==> src/rtl/pkt_serializer.sv <==
// Packet serializer: frames a buffered NUM_BYTES packet as 9-bit {k, byte} symbols
// (SOP comma, payload, optional EOP) and shifts them out MSB first, idle commas between frames.
module pkt_serializer #(
  parameter int unsigned NUM_BYTES = 3,
  parameter logic [7:0]  COMMA     = 8'h3C,
  parameter bit          EOP_EN    = 1'b0,
  parameter logic [7:0]  EOP_CODE  = 8'hBC
) (
  input  logic                               clk_i,
  input  logic                               rst_i,
  input  logic                               valid_i,
  output logic                               ready_o,
  input  logic [8*NUM_BYTES-1:0]             data_i,
  output logic                               data_o,
  output logic                               sym_start_o,
  output logic                               k_o,
  output logic [$clog2(NUM_BYTES+1)-1:0]     byte_cnt_o,
  output logic                               busy_o,
  output logic                               done_o
);

  localparam int unsigned    BCW  = $clog2(NUM_BYTES + 1);
  localparam logic [BCW-1:0] LAST = BCW'(NUM_BYTES - 1);

  localparam logic [1:0] ST_IDLE = 2'd0;
  localparam logic [1:0] ST_SOP  = 2'd1;
  localparam logic [1:0] ST_DATA = 2'd2;
  localparam logic [1:0] ST_EOP  = 2'd3;

  logic [1:0]             state_q, state_d;
  logic [8:0]             shreg_q;
  logic                   k_q;
  logic [3:0]             bit_cnt_q;
  logic                   pend_q;
  logic [8*NUM_BYTES-1:0] buf_q;
  logic [BCW-1:0]         byte_cnt_q, byte_cnt_d;
  logic                   done_q;

  logic       boundary;
  logic [8:0] sym_nxt;
  logic       load_data;
  logic       pend_clr;
  logic       frame_end;

  assign boundary = (bit_cnt_q == 4'd8);

  always_comb begin
    state_d    = state_q;
    sym_nxt    = {1'b1, COMMA};
    byte_cnt_d = '0;
    load_data  = 1'b0;
    frame_end  = 1'b0;
    case (state_q)
      ST_IDLE: if (pend_q) state_d = ST_SOP;
      ST_SOP: begin
        load_data = 1'b1;
        sym_nxt   = {1'b0, buf_q[7:0]};
        state_d   = ST_DATA;
      end
      ST_DATA: begin
        if (byte_cnt_q != LAST) begin
          load_data  = 1'b1;
          sym_nxt    = {1'b0, buf_q[7:0]};
          byte_cnt_d = byte_cnt_q + 1'b1;
        end else if (EOP_EN) begin
          sym_nxt = {1'b1, EOP_CODE};
          state_d = ST_EOP;
        end else begin
          // Without EOP a comma always separates frames, even if a packet is waiting.
          frame_end = 1'b1;
          state_d   = ST_IDLE;
        end
      end
      ST_EOP: begin
        frame_end = 1'b1;
        state_d   = pend_q ? ST_SOP : ST_IDLE;
      end
      default: state_d = ST_IDLE;
    endcase
    // Buffer is released as soon as the last payload byte has been taken.
    pend_clr = load_data && (byte_cnt_d == LAST);
  end

  always_ff @(posedge clk_i or posedge rst_i) begin
    if (rst_i) begin
      state_q    <= ST_IDLE;
      shreg_q    <= {1'b1, COMMA};
      k_q        <= 1'b1;
      bit_cnt_q  <= 4'd0;
      pend_q     <= 1'b0;
      buf_q      <= '0;
      byte_cnt_q <= '0;
      done_q     <= 1'b0;
    end else begin
      done_q <= 1'b0;
      if (boundary) begin
        bit_cnt_q  <= 4'd0;
        shreg_q    <= sym_nxt;
        k_q        <= sym_nxt[8];
        state_q    <= state_d;
        byte_cnt_q <= byte_cnt_d;
        done_q     <= frame_end;
      end else begin
        bit_cnt_q <= bit_cnt_q + 4'd1;
        shreg_q   <= {shreg_q[7:0], 1'b0};
      end
      // The buffer shifts down one byte per load so buf_q[7:0] is always the next byte.
      if (valid_i && ready_o) begin
        buf_q  <= data_i;
        pend_q <= 1'b1;
      end else if (boundary && load_data) begin
        buf_q <= buf_q >> 8;
        if (pend_clr) pend_q <= 1'b0;
      end
    end
  end

  assign ready_o     = !pend_q;
  assign data_o      = shreg_q[8];
  assign sym_start_o = (bit_cnt_q == 4'd0);
  assign k_o         = k_q;
  assign byte_cnt_o  = (state_q == ST_DATA) ? byte_cnt_q : '0;
  assign busy_o      = (state_q != ST_IDLE);
  assign done_o      = done_q;

endmodule
==> config.mk <==
export PLATFORM = sky130hd
export DESIGN_NAME = pkt_serializer
export DESIGN_NICKNAME = d
export VERILOG_FILES = /design/src/rtl/pkt_serializer.sv
export SDC_FILE = /design/constraint.sdc
export NUM_CORES = 1
export LEC_CHECK = 0
export ABC_AREA = 1
export BUFFER_PORTS_ARGS = -buffer_cell sky130_fd_sc_hd__clkbuf_2
export CORE_ASPECT_RATIO = 1.2
export CORE_MARGIN = 2
export CORE_UTILIZATION = 45
export DETAILED_ROUTE_END_ITERATION = 6
export GPL_TIMING_DRIVEN = 0
export PLACE_DENSITY = 0.67
export SKIP_CTS_REPAIR_TIMING = 1
export SLEW_MARGIN = 20
export SYNTH_ARGS = -nofsm -noshare
export SYNTH_HDL_FRONTEND = slang
export SYNTH_SLANG_ARGS = --single-unit
==> constraint.sdc <==
create_clock -name clk_i -period 1.9 [get_ports clk_i]
set_input_delay 0.475 -clock clk_i [delete_from_list [all_inputs] [get_ports clk_i]]
set_output_delay 0.475 -clock clk_i [all_outputs]
set_load 0.005 [all_outputs]
==> qor.yml <==
setup_path:
  max_stage_delay_ns: 0.43
  cp-end-kind: "primary output"
  path_buf_inv: 4
  path_class: "reg2out"
  crit_path_start_kind: "flip-flop"
  worst_path_max_delay_cell: "dfrtp_2"
  crit_chain: "inv_2 -> ha_1 -> buf_6 -> nand2_1 -> inv_1 -> clkbuf_2"
  worstPathMaxFanout: 10
  arrival_ns: 1.36
  crit_required_ns: 1.42
  crit_family: "flip-flops"
placement:
  place_area_um2: 2470
  place_hpwl_mm: 3.01
  place_inst: 359
  gp_congestion: 0.733
  port_buffers: 34
pwr:
  power_density_nw_per_um2: 858
  swShare_pct: 25.1
  clkPwrFrac_pct: 35.2
  power.share.sequential_pct: 50.6
  leakage_nw: 1.42
  power.switching_mw: 0.564
  p_comb_share_pct: 14.2
  power.internal_mw: 1.68
  irDropWorstVdd_uv: 468
die:
  die_h_um: 80.8
  initial_core_util_pct: 47.4
  io_pins: 35
  core_area_um2: 4660
  dieArea_um2: 5490
  die_w_um: 68.0
  rows: 27
logic_synthesis:
  synthTopCellsByCount: "116 x nand2_1, 38 x dfrtp_1, 22 x nand3_1, 19 x inv_1, 13 x o21ai_0"
  ys.flop_type: "dfrtp_1"
  synth_cells: 266
  synth_edf_count: 0
  netlist_top_cells_area: "dfrtp_1 43%, nand2_1 20%, dfstp_2 7.1%, nand3_1 5.0%, ha_1 4.5%"
  yosysSeqAreaShare_pct: 50.2
  syn_area_um2: 2210
  synth.most_common_cell: "nand2_1"
  synthArstFlopShare_pct: 100
  yosys.area.top_type_share_pct: 43.0
  synth.ff_latch_count: 44
  yosysTopAreaCell: "dfrtp_1"
  synthesis.nets: 301
  ys_warn_count: 0
  avgSynthCellArea_um2: 8.31
  synth_cell_types: 23
clocking:
  cts_buffers: 5
  cts_tree: "done"
  clock_latency_ns: 0.30
  cts_buffer_depth: 2
  cts.sinks: 44
  root_buffer: "clkbuf_8"
  path_clk_slew_ns: 0.08
  cts.htree.levels: 2
global_routing:
  grt_pass1_vias: 1665
  grt_pass1_wl_mm: 7.08
  grt_usage_pct: 17.0
  antenna_found_initial: 0
  overflow: 0
  grt_max_degree: 28
final_layout:
  layout.cells.non_filler: 369
  antennaDiodeCount: 0
  multi_input_area_um2: 945
  final-seq-area_um2: 1110
  drive_gt1_share_pct: 25.7
  finalNetCount: 345
  final_area_um2: 2620
  syn_to_final_growth_pct: 18.5
  nFillCells: 432
sta:
  max_slew_margin_pct: 68.6
  final.setup_skew_ns: 0.00639
  fmax_ghz: 0.544
  hold_viol_final: 0
  min_period_ns: 1.84
  setup_violations: 0
  finalCritPeriodShare_pct: 96.8
  tightestPinTransition_ns: 0.467
  finalMaxSlewViolations: 0
detailed_routing:
  first_pass_iters: 5
  drc: 0
  drtAntennaViolNets: 0
  post_drt_wl_per_cell_um: 11.1
  via_count: 1757
  viasPerCell: 4.76
  drt_iter0_markers: 111
  totalWireLength_mm: 4.10
outcome:
  outcome: "finished, final reports clean"
hold_path:
  hold_class: "in2async"
flow_run:
  maxCapViolations: 0
## worst reg2reg max path, delay by kind of cell (launching register included)
kind | cells | cell delay (ns)
adders and majority gates | 1 | 0.25
buffers and inverters | 4 | 0.55
and+or+nand+nor | 5 | 0.43
DFF | 1 | 0.43
## cells by family after synthesis
family / share of synthesized area (%)
adder cells (fa/ha/maj): 4.53
buffers and inverters: 7.08
XOR/XNOR: 0.396
flip-flops: 50.2
AO/OA/AOI/OAI: 5.04
AND/OR/NAND/NOR: 32.8
## power groups by stage
stage	Sequential [mW]	Combinational (mW)	Clock, mW
final	1.14	0.319	0.791
after global routing	1.16	0.378	0.843
after detailed placement	1.16	0.324	0
after global placement	1.15	0.315	0
after CTS	1.14	0.326	0.802
after floorplan	1.14	0.251	0
## cell usage in the layout (no fill, tap or decap), drive strengths merged, types with 4 or more instances in the layout
cell and n:
nand2 120, buf 14, dfstp 6, o21ai 13, nand3 32, ha 8
dfrtp 38, inv 19, clkbuf 42, o22a 4, nor2 10
## flip-flops by register name, summed over array words and instances (netlist names)
signal,cells
buf_q,24
shreg_q,9
bit_cnt_q,4
byte_cnt_q,2
state_q,2
done_o,1
k_o,1
pend_q,1
## final timing paths
| path | from | cells after the start | slack (ns) | endpoint |
|---|---|---|---|---|
| worst max register to register | state_q[0]$_DFFE_PP0P_ | 10 | 0.13 | buf_q[1]$_DFFE_PP0P_ |
| worst max-delay path | state_q[0]$_DFFE_PP0P_ | 6 | 0.06 | byte_cnt_o[1] |
| min in group clk_i | data_i[22] | 3 | 0.37 | buf_q[22]$_DFFE_PP0P_ |
| max in group asynchronous | rst_i | 3 | 1.21 | shreg_q[3]$_DFF_PP1_ |
| worst min register to register | shreg_q[0]$_DFF_PP0_ | 2 | 0.46 | shreg_q[1]$_DFF_PP0_ |
| worst min-delay path | rst_i | 2 | 0.14 | buf_q[12]$_DFFE_PP0P_ |
## layout make-up
type | count | area share (%)
well taps | 58 | 2.77
flip-flops and latches | 44 | 42.4
inverters | 19 | 2.72
clock inverters | 1 | 1.15
multi-input cells | 191 | 36.1
plain buffers | 12 | 3.39
repair buffers | 37 | 7.84
clock buffers | 7 | 3.68
## routing by layer
metal / GRT usage (%) / wire [µm]
met3: 5.26 / 198
met1: 20.1 / 1820
met5: 0 / 0
met4: 5.00 / 59
met2: 29.4 / 2020
## through the flow
step	util, %	setup TNS, ns	setup WS (ns)	hold WS [ns]	total power, mW
2_1_floorplan	-	0	0.371	0.427	1.39
3_3_place_gp	52.6	-7.48	-0.199	0.436	1.47
3_5_place_dp	53.0	0	0.169	0.445	1.48
4_1_cts	55.7	-0.0487	-0.0416	0.138	2.27
5_1_grt	56.2	-0.0121	-0.0121	0.145	2.38
6_report	56.2	0	0.0604	0.137	2.25
Power figures use the tool's default switching activity.
